--- config.mk ---
export PLATFORM = sky130hd
export DESIGN_NAME = uart_tx_fifo
export DESIGN_NICKNAME = d
export VERILOG_FILES = /design/src/rtl/uart_tx_fifo.sv
export SDC_FILE = /design/constraint.sdc
export NUM_CORES = 1
export LEC_CHECK = 0
export ABC_AREA = 0
export ABC_CLOCK_PERIOD_IN_PS = 2450
export BUFFER_PORTS_ARGS = -buffer_cell sky130_fd_sc_hd__buf_2
export CORE_MARGIN = 8
export CORE_UTILIZATION = 40
export DETAILED_ROUTE_END_ITERATION = 6
export PLACE_DENSITY_LB_ADDON = 0.2
export SYNTH_ARGS = -nofsm -noshare
export SYNTH_HDL_FRONTEND = slang
export SYNTH_SLANG_ARGS = --single-unit
--- constraint.sdc ---
create_clock -name i_clk -period 2.45 [get_ports i_clk]
set_input_delay 0.735 -clock i_clk [delete_from_list [all_inputs] [get_ports i_clk]]
set_output_delay 0.735 -clock i_clk [all_outputs]
set_load 0.03 [all_outputs]
--- src/rtl/uart_tx_fifo.sv ---
// rtl/uart_tx_fifo.sv - byte FIFO and launch sequencer feeding a UART transmitter
// Optional flush port enabled by defining UART_TX_FIFO_FLUSH_EN.
module uart_tx_fifo #(
    parameter int DEPTH  = 16,
    parameter int ADDR_W = 4
) (
    input  logic              i_clk,
    input  logic              i_rst,
`ifdef UART_TX_FIFO_FLUSH_EN
    input  logic              i_flush,
`endif
    input  logic              i_wr_en,
    input  logic [7:0]        i_wr_data,
    output logic              o_full,
    output logic              o_empty,
    output logic [ADDR_W:0]   o_count,
    output logic              o_overflow,
    output logic              o_tx_dv,
    output logic [7:0]        o_tx_byte,
    input  logic              i_tx_active,
    input  logic              i_tx_done
);
    localparam logic [ADDR_W-1:0] PTR_ONE  = 1;
    localparam logic [ADDR_W:0]   CNT_ONE  = 1;
    localparam logic [ADDR_W:0]   CNT_FULL = DEPTH[ADDR_W:0];

    typedef enum logic [1:0] {
        IDLE,
        WAIT_DONE,
        GAP
    } state_t;

    state_t              state;
    state_t              state_next;
    logic [7:0]          mem [DEPTH];
    logic [ADDR_W-1:0]   wr_ptr;
    logic [ADDR_W-1:0]   rd_ptr;
    logic [ADDR_W:0]     count_next;
    logic                launch;
    logic                push;
    logic                flush;

`ifdef UART_TX_FIFO_FLUSH_EN
    assign flush = i_flush;
`else
    assign flush = 1'b0;
`endif

    assign push = i_wr_en && !o_full && !flush;

    // Launch only when the transmitter is fully quiet, so a frame left running
    // across a reset is never overrun.
    always_comb begin
        state_next = state;
        launch     = 1'b0;
        case (state)
            IDLE: begin
                if (!o_empty && !i_tx_active && !i_tx_done) begin
                    launch     = 1'b1;
                    state_next = WAIT_DONE;
                end
            end
            WAIT_DONE: begin
                if (i_tx_done) begin
                    state_next = GAP;
                end
            end
            GAP: begin
                if (!i_tx_done) begin
                    state_next = IDLE;
                end
            end
            default: state_next = IDLE;
        endcase
    end

    always_comb begin
        count_next = o_count;
        if (push && !launch) begin
            count_next = o_count + CNT_ONE;
        end else if (!push && launch) begin
            count_next = o_count - CNT_ONE;
        end
    end

    always_ff @(posedge i_clk) begin
        if (i_rst) begin
            state      <= IDLE;
            wr_ptr     <= '0;
            rd_ptr     <= '0;
            o_count    <= '0;
            o_empty    <= 1'b1;
            o_full     <= 1'b0;
            o_overflow <= 1'b0;
            o_tx_dv    <= 1'b0;
            o_tx_byte  <= 8'h00;
        end else begin
            state   <= state_next;
            o_tx_dv <= launch;
            if (i_wr_en && o_full && !flush) begin
                o_overflow <= 1'b1;
            end
            if (push) begin
                wr_ptr <= wr_ptr + PTR_ONE;
            end
            if (launch) begin
                o_tx_byte <= mem[rd_ptr];
            end
            if (flush) begin
                rd_ptr  <= wr_ptr;
                o_count <= '0;
                o_empty <= 1'b1;
                o_full  <= 1'b0;
            end else begin
                if (launch) begin
                    rd_ptr <= rd_ptr + PTR_ONE;
                end
                o_count <= count_next;
                o_empty <= (count_next == '0);
                o_full  <= (count_next == CNT_FULL);
            end
        end
    end

    always_ff @(posedge i_clk) begin
        if (push) begin
            mem[wr_ptr] <= i_wr_data;
        end
    end
endmodule

# After elaboration in Yosys (flattened, before gate mapping)
# Memories as Yosys holds them, arrays and structs flattened. A register that Yosys moved wholly into a read port is not among the register bits.
# Cells that the tools add are included.
# word_totals
ramBits	128
register_bits	19
in_bits	13
memories	1
out_inout_bits	17
word_cells	44
# classes
n_eq_ne	6
muxes	10
add_sub_neg	4
n_reduce_logical	15
# memory_table
name	depth	width	read_ports	rd_ports_with_merged_regs	wr	line_no	text
mem	16	8	1	1	1	35	logic [7:0] mem [DEPTH];
# op_table
op	n
$mux W5	2
$add A4 B1 Y4 const B	2
$logic_and A1 B1 Y1	6
$logic_not A1 Y1	6
$mux W2	3
$ne A2 B2 Y1 const B	3
$pmux W2 S3	1
$add A5 B1 Y5 const B	1
$eq A5 B5 Y1 const B	1
$logic_not A5 Y1	1
$sub A5 B1 Y5 const B	1
$mux W1	4
$reduce_and A3 Y1	1
$eq A2 B1 Y1 const B	1
$eq A2 B2 Y1 const B	1
$logic_not A2 Y1	1

# Longest topological paths before layout
# Gate-level depths: netlist of run 1.
# depth
word_depth	9
ltp_mapped	6

# Worst setup path before layout of run 1
# OpenSTA, ideal clock, no wires.
# synth_path
kind	input -> register
startpoint	input i_wr_en
endpoint	memory mem[3][0], enable pin
stages	4
path_slack_ns	-0.022
t_required_ns	2.067
arrival_time_ns	2.089
path_buffers	1
cell_sequence	nor2b_1 > clkbuf_1 > nand2_1 > nor3_1
# synth_via
elab_chain_cells	3
# synth_lines
element	line_no	text
start: declaration	12	input logic i_wr_en,
$logic_and A1 B1 Y1	49	assign push = i_wr_en && !o_full && !flush;
$mux W1	126	if (push) begin
$mux W1 (not written as such)	127	mem[wr_ptr] <= i_wr_data;
end: declaration	35	
# Every way passes these cells.

# Final worst setup path of run 1
# layout_path
startpoint	register o_empty
endpoint	output o_empty
# layout_rtl
element	line_no	text
start: declaration	15	output logic o_empty,
start signal: assignment	119	o_empty <= (count_next == '0);
# No word-level cell between the ends.

==> results by group, run 1 <==
Clock tree
  – Clk slew on worst S/H paths: around 0.06 ns
  – Later-pin clock latency in the skew report: ~0.42 ns
  – CTS tree: built
  – Post-CTS sizing: 0
  – Hold_buf cts: 0
  – CTS buffer count: 17
  – Root Buffer: clkbuf_16
  – Clock Sinks: around 160
  – Postcts setup bufs: 0
  – CTS max path bufs: 2
  – H-tree lvl count: 4

Synth
  – Post-Syn Instances: between 300 and 400
  – Mapped Nets: 373
  – Post-synth top flop: edfxtp_1
  – Synthesis Warnings: 0
  – Largest area contributor in the netlist: edfxtp_1
  – Synth top area share: a little over three fifths
  – Synth cell types: 37
  – Synthesized area: ~6000 um2
  – EDFF count, synth: about 130
  – Syn_area_per_cell: about 17 um2
  – Seq/Total Area, Yosys: 71.70%
  – Synthesized flop and latch total: around 160
  – Largest cells by area after synthesis: edfxtp_1 63%, mux4_2 12%, dfxtp_1 8.8%
  – Ys async rst share: 0%

STA
  – Fin. max-slew vios: 0
  – Fin worst setup slack: approximately 0.29 ns
  – Fin Setup TNS: 0 ns
  – RSZ-0062 raised after global routing: no
  – Max_slew headroom: between 50% and 60%
  – Setup violations, final: 0
  – Final min period: 2.159 ns
  – Final Skew: between 0.008 and 0.009 ns
  – Slew @ Worst Pin: 0.6811 ns
  – Final Hold Viols: 0
  – Fmax: ~0.46 GHz
  – Fin crit share: approximately nine tenths

Setup path
  – Crit end category: primary output
  – Crit path required time: 1.71 ns
  – FF-to-FF Start: state[1]
  – Crit-path slowest cell: dfxtp_1
  – Setup crit start kind: flip-flop
  – Worst Path Max Fanout: 16
  – Critical Path Source: o_empty
  – CP peak stage delay: 0.70 ns
  – Arr. time, crit path: approximately 1.4 ns
  – R2r setup slk: roughly 0.52 ns
  – Worst path cell trace: buf_2
  – Kind of critical path: reg -> out
  – Top cell family by delay on the critical path: flip-flops
  – Worst Path Buf+Inv: 1

Die
  – Placeable Area: approximately 15000 um2
  – Die boundary width: ~140 um
  – Starting density of the core: around two fifths
  – Die height: between 100 and 150 um
  – IO Pins: 30
  – Site row count: 45
  – Die area: about 19000 um2

Finish
  – Share of cells above drive strength 1: about 28%
  – Layout area overhead: 18.21%
  – Utilization after layout: between 40% and 50%
  – Nets@finish: 425
  – Layout Cells excl Fill: ~600
  – Final instance area: 7228 um2
  – Antenna fix cells: 0

Place
  – Post-place instance area: ~6600 um2
  – # port buffers: 29
  – Placed cells: approximately 570
  – Gpl congestion: 0.7888
  – Dpl hpwl: about 7800 um
  – Worst slack at placement: between 0.06 and 0.07 ns

Detailed routing
  – Via density: between 5 and 6
  – WL/cell: 20.17 um
  – TritonRoute pass-1 iters: 4
  – DRT iter0 DRCs: 180
  – Wirelength, routed: 12220 um
  – Drt drc: 0
  – Vias after detailed routing: about 3200
  – ANT nets after route: 0

Hold path
  – Min-delay worst type: reg -> reg
  – Worst hold start: o_tx_byte[6]

Run
  – Max-cap viol count: 0

GRT
  – Gr ovfl total: 0
  – Total GRT Usage: 13.38%
  – Vias in the first global route: ~3400
  – First-pass GRT wire length: just under 20000 um
  – Initial antenna violation count: 0
  – Largest net degree at the start of global routing: 36

Power and ir drop
  – Pwr per Cell Area: a little over 800 nW/um2
  – Max VDD drop: between 400 and 500 uV
  – Leak: between 0.002 and 0.0025 uW

Outcome
  – Status: finished, final reports clean
==> final cells by class <==
| type | count | area (um2) |
|---|---|---|
| Sequential cell | 155 | 4385 |
| Inverter | 6 | 22.52 |
| Tap cell | 188 | 235.2 |
| Multi-Input combinational cell | 172 | 1634 |
| Clock inverter | 13 | 155.1 |
| Clock buffer | 19 | 432.9 |
| Timing Repair Buffer | 53 | 362.8 |
| Fill cell | 1300 | 7861 |
==> stage by stage <==
step	hold slack (ns)	total power (uW)
floorplan	0.4817	3265
global placement	0.4519	3423
detailed placement	0.4679	3430
CTS	0.4756	6045
global route	0.4986	6196
finish	0.4704	5989
==> state kept, by name, summed over array words and instances, names as in the netlist <==
signal      flops
o_tx_byte       8
state           2
o_tx_dv         1
o_overflow      1
o_count         5
rd_ptr          4
mem           128
o_full          1
wr_ptr          4
o_empty         1
==> power by group <==
group          leakage, uW  internal (uW)  switching (uW)
combinational     0.000780            152             249
sequential         0.00138           2910            60.5
clock             0.000285           1670             946
==> cells in the mapped netlist, drive strengths merged (6+ instances only) <==
library cell,n
a21oi,12
a22o,16
buf,11
clkbuf,9
dfxtp,27
edfxtp,128
ha,7
inv,6
mux4,32
nand2,12
nor2,28
nor3,6
o21ai,19
xnor2,6
==> placed cells by master, fill, tap and decap left out, drive strengths merged, types with 12 or more instances in the layout <==
cell type  Yosys  layout
a21oi         12      12
nand2         12      12
dfxtp         27      27
edfxtp       128     128
clkbuf         9      19
a22o          16      16
buf           11      53
nor2          28      28
mux4          32      32
o21ai         19      19
==> final timing paths <==
path                  end  depth (start not counted)
max               o_empty                          1
min          o_tx_byte[6]                          2
max reg2reg        o_full                          5
min reg2reg  o_tx_byte[6]                          2
==> metal layers <==
layer | GRT usage [%] | wire length (um) | vias to the layer above
met5 | 0 | 0 | -
met4 | 6.343 | 263 | 0
met3 | 3.523 | 608 | 18
met2 | 21.35 | 5853 | 66
met1 | 16.72 | 5493 | 1627
li1 | - | - | 1495
==> cells by family after synthesis <==
group,after synthesis,share of synthesized area (%)
simple gates,66,5.279
xor+xnor,11,1.576
buf+inv,26,1.657
flops,155,71.70
mux,34,12.11
compound gates,54,6.241
fa+ha+maj,7,1.432
==> worst reg2reg max path, stage by stage (launching register included) <==
cell	delay [ns]
dfxtp_1	0.34
or4_4	0.60
o21ai_4	0.21
a2bb2oi_2	0.18
xor2_1	0.25
nor4bb_1	0.26
Power figures use the tool's default switching activity.
==> run 2, diff against run 1 <==
- CORE_UTILIZATION: 40 -> 55
==> results by group, run 2 (same netlist as run 1, synthesis figures left out) <==
Finish
  – Share of cells above drive strength 1: 29.09% (+1.6 points)
  – Multi-input logic area: 1634 um2 (unchanged)
  – Reg with most FFs: mem
  – Most common cell after layout, fill and taps aside: edfxtp_1
  – Largest regs: mem: 128 flops, o_tx_byte: 8 flops, o_count: 5 flops
  – Layout area overhead: 16.76%
  – Sequential Area: 4385 um2 (unchanged)
  – Fillers: 745 (-43%)
  – Max reg flops: 128 (unchanged)
  – Most frequent cells in the layout: 128 x edfxtp_1, 32 x mux4_2, 29 x buf_2
  – Utilization after layout: 65.86% (+18 points)
  – Nets@finish: 423 (-0.47%)
  – Antenna fix cells: 0 (unchanged)

Clock tree
  – Root Buffer: clkbuf_8
  – Clk slew on worst S/H paths: 0.06 ns (about the same)
  – CTS tree: built
  – H-tree lvl count: 4 (unchanged)
  – Clock Sinks: 155 (unchanged)
  – Post-CTS sizing: 0 (unchanged)
  – Postcts setup bufs: 0 (unchanged)
  – Hold_buf cts: 0 (unchanged)
  – CTS max path bufs: 2 (unchanged)
  – CTS buffer count: 17 (unchanged)
  – Later-pin clock latency in the skew report: 0.52 ns (+0.10 ns)

Run
  – Max-cap viol count: 0 (unchanged)

Setup path
  – Kind of critical path: reg -> out
  – Crit end category: primary output
  – Arr. time, crit path: 1.52 ns (+0.10 ns)
  – Crit-path slowest cell: dfxtp_1
  – Worst path cell trace: buf_2
  – Setup crit start kind: flip-flop
  – Worst Path Max Fanout: 16 (unchanged)
  – Crit path required time: 1.71 ns (about the same)
  – Worst Path Buf+Inv: 1 (unchanged)
  – Top cell family by delay on the critical path: flip-flops
  – CP peak stage delay: 0.69 ns (about the same)
  – R2r setup slk: 0.55 ns (+0.03 ns)

Detailed routing
  – TritonRoute pass-1 iters: 5 (+1)
  – Vias after detailed routing: 3195 (-0.34%)
  – Drt drc: 0 (unchanged)
  – WL/cell: 21.28 um (+5.5%)
  – Via density: 5.746 (+8.6%)
  – Wirelength, routed: 11830 um (-3.2%)
  – ANT nets after route: 0 (unchanged)
  – DRT iter0 DRCs: 343 (+91%)

GRT
  – Gr ovfl total: 0 (unchanged)
  – Vias in the first global route: 3244 (-3.9%)
  – Total GRT Usage: 17.30% (+3.9 points)
  – Largest net degree at the start of global routing: 36 (unchanged)
  – Initial antenna violation count: 0 (unchanged)
  – First-pass GRT wire length: 18750 um (-2.8%)

Hold path
  – Min-delay worst type: reg -> reg

Die
  – Die boundary width: 121.4 um (-13%)
  – Placeable Area: 10840 um2 (-28%)
  – Die height: 121.4 um (-13%)
  – IO Pins: 30 (unchanged)
  – Die area: 14750 um2 (-24%)
  – Site row count: 38 (-16%)
  – Starting density of the core: 56.41% (+16 points)

STA
  – Tightest hold margin: 0.4753 ns (+0.004856 ns)
  – Fin Setup TNS: 0 ns (unchanged)
  – Final Hold Viols: 0 (unchanged)
  – Fin worst setup slack: 0.1905 ns (-0.1006 ns)
  – Final min period: 2.259 ns (+0.1006 ns)
  – Setup violations, final: 0 (unchanged)
  – Fmax: 0.4426 GHz (-4.5%)
  – Fin crit share: 92.22% (+4.1 points)
  – Final Skew: 0.006333 ns (-0.002575 ns)
  – Max_slew headroom: 60.81% (+6.3 points)
  – Slew @ Worst Pin: 0.5867 ns (-0.09441 ns)
  – Fin. max-slew vios: 0 (unchanged)
  – RSZ-0062 raised after global routing: no

Power and ir drop
  – Max VDD drop: 492.5 uV (+10%)
  – Leak: 0.002419 uW (-0.90%)
  – Pwr per Cell Area: 831.0 nW/um2 (+0.29%)

Place
  – Worst slack at placement: 0.08042 ns (+0.01117 ns)
  – Gpl congestion: 0.8215 (+4.1%)
  – Dpl hpwl: 7598 um (-3.0%)
  – # port buffers: 29 (unchanged)

Outcome
  – Status: finished, final reports clean
-- run 2: cell types whose count changed in the layout (fill, tap and decap cells not counted), sizes merged --
| cell | delta |
|---|---|
| clkinv | -4 |
| bufinv | -1 |
| clkinvlp | +4 |
| inv | +3 |
| buf | -2 |
| clkbuf | -2 |
-- run 2: per-layer routing --
metal  vias up  routed length (um)  track usage [%]
met4         0                 130            5.783
met3        14                 730            4.560
met5         -                   0                0
li1       1487                   -                -
met1      1607                5330            24.23
met2        87                5641            25.76
-- run 2: area by class of cell --
cell class,instances,area share [%]
Clock inverter,15,2.419
Inverter,6,0.3155
Sequential cell,155,61.43
Timing Repair Buffer,51,4.697
Multi-Input combinational cell,172,22.89
Clock buffer,17,5.801
Tap cell,140,2.454
-- run 2: path summary, 6_finish.rpt --
kind	from	cells after the start	end
worst min-delay path	o_tx_byte[4]	2	o_tx_byte[4]
worst max-delay path	o_empty	1	o_empty
worst min register to register	o_tx_byte[4]	2	o_tx_byte[4]
worst max register to register	state[1]	5	o_full
-- run 2: power by group --
part	internal [uW]	leakage, uW	total [uW]	switching, uW
registers	2910	0.00138	2970	57.8
logic	146	0.000767	384	237
clock network	1550	0.000276	2580	1030
total	4610	0.00242	5930	1330
-- run 2: stage by stage --
stage               instance area [um2]  instances  total power (uW)
floorplan                          6120        353              3265
global placement                   6553        524              3397
detailed placement                 6553        524              3412
CTS                                7139        556              5969
global route                       7139        556              6118
finish                             7139        556              5933
==> run 3, diff against run 2 <==
- ABC_CLOCK_PERIOD_IN_PS: 2450 -> 2000
- clock period: 2.45 -> 2 ns (I/O delays scaled with it)
==> results by group, run 3 (same netlist as run 1, synthesis figures left out) <==
STA
  – Setup violations, final: 0 (unchanged)
  – Fmax: ~0.52 GHz
  – Fin Setup TNS: 0 ns (unchanged)
  – Tightest hold margin: 0.3421 ns (-0.1331 ns)
  – Fin crit share: between 90 and 100%
  – Final min period: ~1.9 ns
  – Final Hold Viols: 0 (unchanged)
  – Slew @ Worst Pin: 0.6118 ns (+0.02510 ns)
  – Fin. max-slew vios: 0 (unchanged)
  – Max_slew headroom: 59.06% (-1.7 points)
  – Final Skew: 0.01017 ns (+0.003832 ns)

Die
  – IO Pins: 30 (unchanged)
  – Die boundary width: 121.4 um (unchanged)
  – Starting density of the core: 56.41% (unchanged)
  – Placeable Area: 10840 um2 (unchanged)
  – Die height: 121.4 um (unchanged)
  – Site row count: 38 (unchanged)
  – Die area: 14750 um2 (unchanged)

Place
  – # port buffers: 29 (unchanged)
  – Placed cells: 534 (+1.9%)
  – Dpl hpwl: 7918 um (+4.2%)
  – Post-place instance area: 6700 um2 (+2.3%)
  – Gpl congestion: 0.8033 (-2.2%)

Clock tree
  – Clock Sinks: 155 (unchanged)
  – CTS tree: built
  – Postcts setup bufs: 0 (unchanged)
  – CTS buffer count: 17 (unchanged)
  – Clk slew on worst S/H paths: 0.06 ns (about the same)
  – Hold_buf cts: 0 (unchanged)
  – Post-CTS sizing: 1 (+1)
  – CTS max path bufs: 2 (unchanged)
  – Later-pin clock latency in the skew report: 0.52 ns (about the same)
  – Root Buffer: clkbuf_8
  – H-tree lvl count: 4 (unchanged)

Setup path
  – CP peak stage delay: 0.52 ns (-0.17 ns)
  – Crit path required time: 1.40 ns (-0.31 ns)
  – Worst Path Buf+Inv: 1 (unchanged)
  – Kind of critical path: reg -> out
  – Arr. time, crit path: 1.31 ns (-0.21 ns)
  – Crit end category: primary output
  – Worst Path Max Fanout: 16 (unchanged)
  – Crit-path slowest cell: dfxtp_2
  – Top cell family by delay on the critical path: flip-flops
  – Setup crit start kind: flip-flop
  – Worst path cell trace: buf_2

GRT
  – Total GRT Usage: 17.31% (+0.019 points)
  – Initial antenna violation count: 0 (unchanged)
  – Largest net degree at the start of global routing: 35 (-2.8%)
  – First-pass GRT wire length: 18460 um (-1.5%)
  – Gr ovfl total: 0 (unchanged)
  – Vias in the first global route: 3218 (-0.80%)

Finish
  – Fillers: 727 (-2.4%)
  – Largest regs: mem: 128 flops, o_tx_byte: 8 flops, o_count: 5 flops
  – Sequential Area: 4387 um2 (about the same)
  – Max reg flops: 128 (unchanged)
  – Layout Cells excl Fill: 566 (+1.8%)
  – Antenna fix cells: 0 (unchanged)
  – Most frequent cells in the layout: 128 x edfxtp_1, 32 x mux4_2, 29 x buf_2
  – Most common cell after layout, fill and taps aside: edfxtp_1
  – Nets@finish: 433 (+2.4%)
  – Share of cells above drive strength 1: 32.39% (+3.3 points)
  – Layout area overhead: 19.21%
  – Reg with most FFs: mem
  – Final instance area: 7289 um2 (+2.1%)
  – Multi-input logic area: 1684 um2 (+3.1%)

Hold path
  – Min-delay worst type: in -> reg

Power and ir drop
  – Net switching share of the total power: 21.60% (-0.77 points)
  – Max VDD drop: 737.1 uV (+50%)
  – Sequential share of power: 50.5% (+0.5 points)
  – Clock share of power: 42.5% (-1.0 points)
  – Pwr per Cell Area: 988.6 nW/um2 (+19%)
  – Combinational power share: 7.0% (+0.5 points)
  – Leak: 0.002482 uW (+2.6%)
  – NetSw: 1557 uW (+17%)
  – Pint: 5650 uW (+23%)

Detailed routing
  – TritonRoute pass-1 iters: 5 (unchanged)
  – Via density: 5.799 (+0.91%)
  – Drt drc: 0 (unchanged)
  – ANT nets after route: 0 (unchanged)
  – Vias after detailed routing: 3282 (+2.7%)
  – WL/cell: 21.22 um (-0.27%)
  – DRT iter0 DRCs: 281 (-18%)
  – Wirelength, routed: 12010 um (+1.5%)

Run
  – Max-cap viol count: 0 (unchanged)

Outcome
  – Status: finished, final reports clean
[run 3: cell count changes in the layout (fill, tap and decap cells not counted), moves of 2 or more]
cell and delta:
buf_4 +7, nor3_1 -3, nor2_1 -3, inv_6 -3
buf_12 +3, nor3_4 +2, nor2_2 +3, clkbuf_1 +2
[run 3: final cells by class]
class	count	share of cell area, %
inverter	6	0.3090
multi-input combinational	172	23.10
clock buffer	19	5.784
clock inverter	13	2.077
timing repair buffer	61	6.145
tap	140	2.403
sequential	155	60.18
[run 3: metal layers]
layer	vias up	wire length, um	global-route usage (%)
li1	1509	-	-
met1	1643	5332	23.69
met2	124	5729	26.00
met3	6	856	4.328
met4	0	93	7.170
met5	-	0	0
[run 3: worst paths after layout]
path              startpoint  cells past startpoint  slack, ns    endpoint
hold reg to reg   o_overflow                      2       0.47  o_overflow
setup / recovery     o_empty                      1       0.09     o_empty
hold / removal       i_wr_en                      3       0.34  o_overflow
setup reg to reg    state[1]                      5       0.09      o_full
[run 3: stage by stage]
stage	utilization [%]	worst slack, ns	power [uW]
finish	67.24	0.09153	7206
global route	67.24	-0.004033	7443
CTS	67.11	0.05916	7268
detailed placement	61.81	-0.1875	4206
global placement	61.81	-0.1471	4187
floorplan	-	-0.1267	4005
[run 3: worst register-to-register path, delay by kind of cell, from the launching register on]
family           cells  cell delay [ns]
XOR/XNOR             1             0.19
flip-flops           1             0.34
AND/OR/NAND/NOR      2             0.84
AO/OA/AOI/OAI        2             0.43
[run 3: power by group through the flow]
stage	Sequential, uW	Clock [uW]	Combinational [uW]
3_5_place_dp	3700	0	502
2_1_floorplan	3740	0	267
6_report	3640	3060	503
4_1_cts	3640	3120	505
3_3_place_gp	3700	0	487
5_1_grt	3650	3250	548
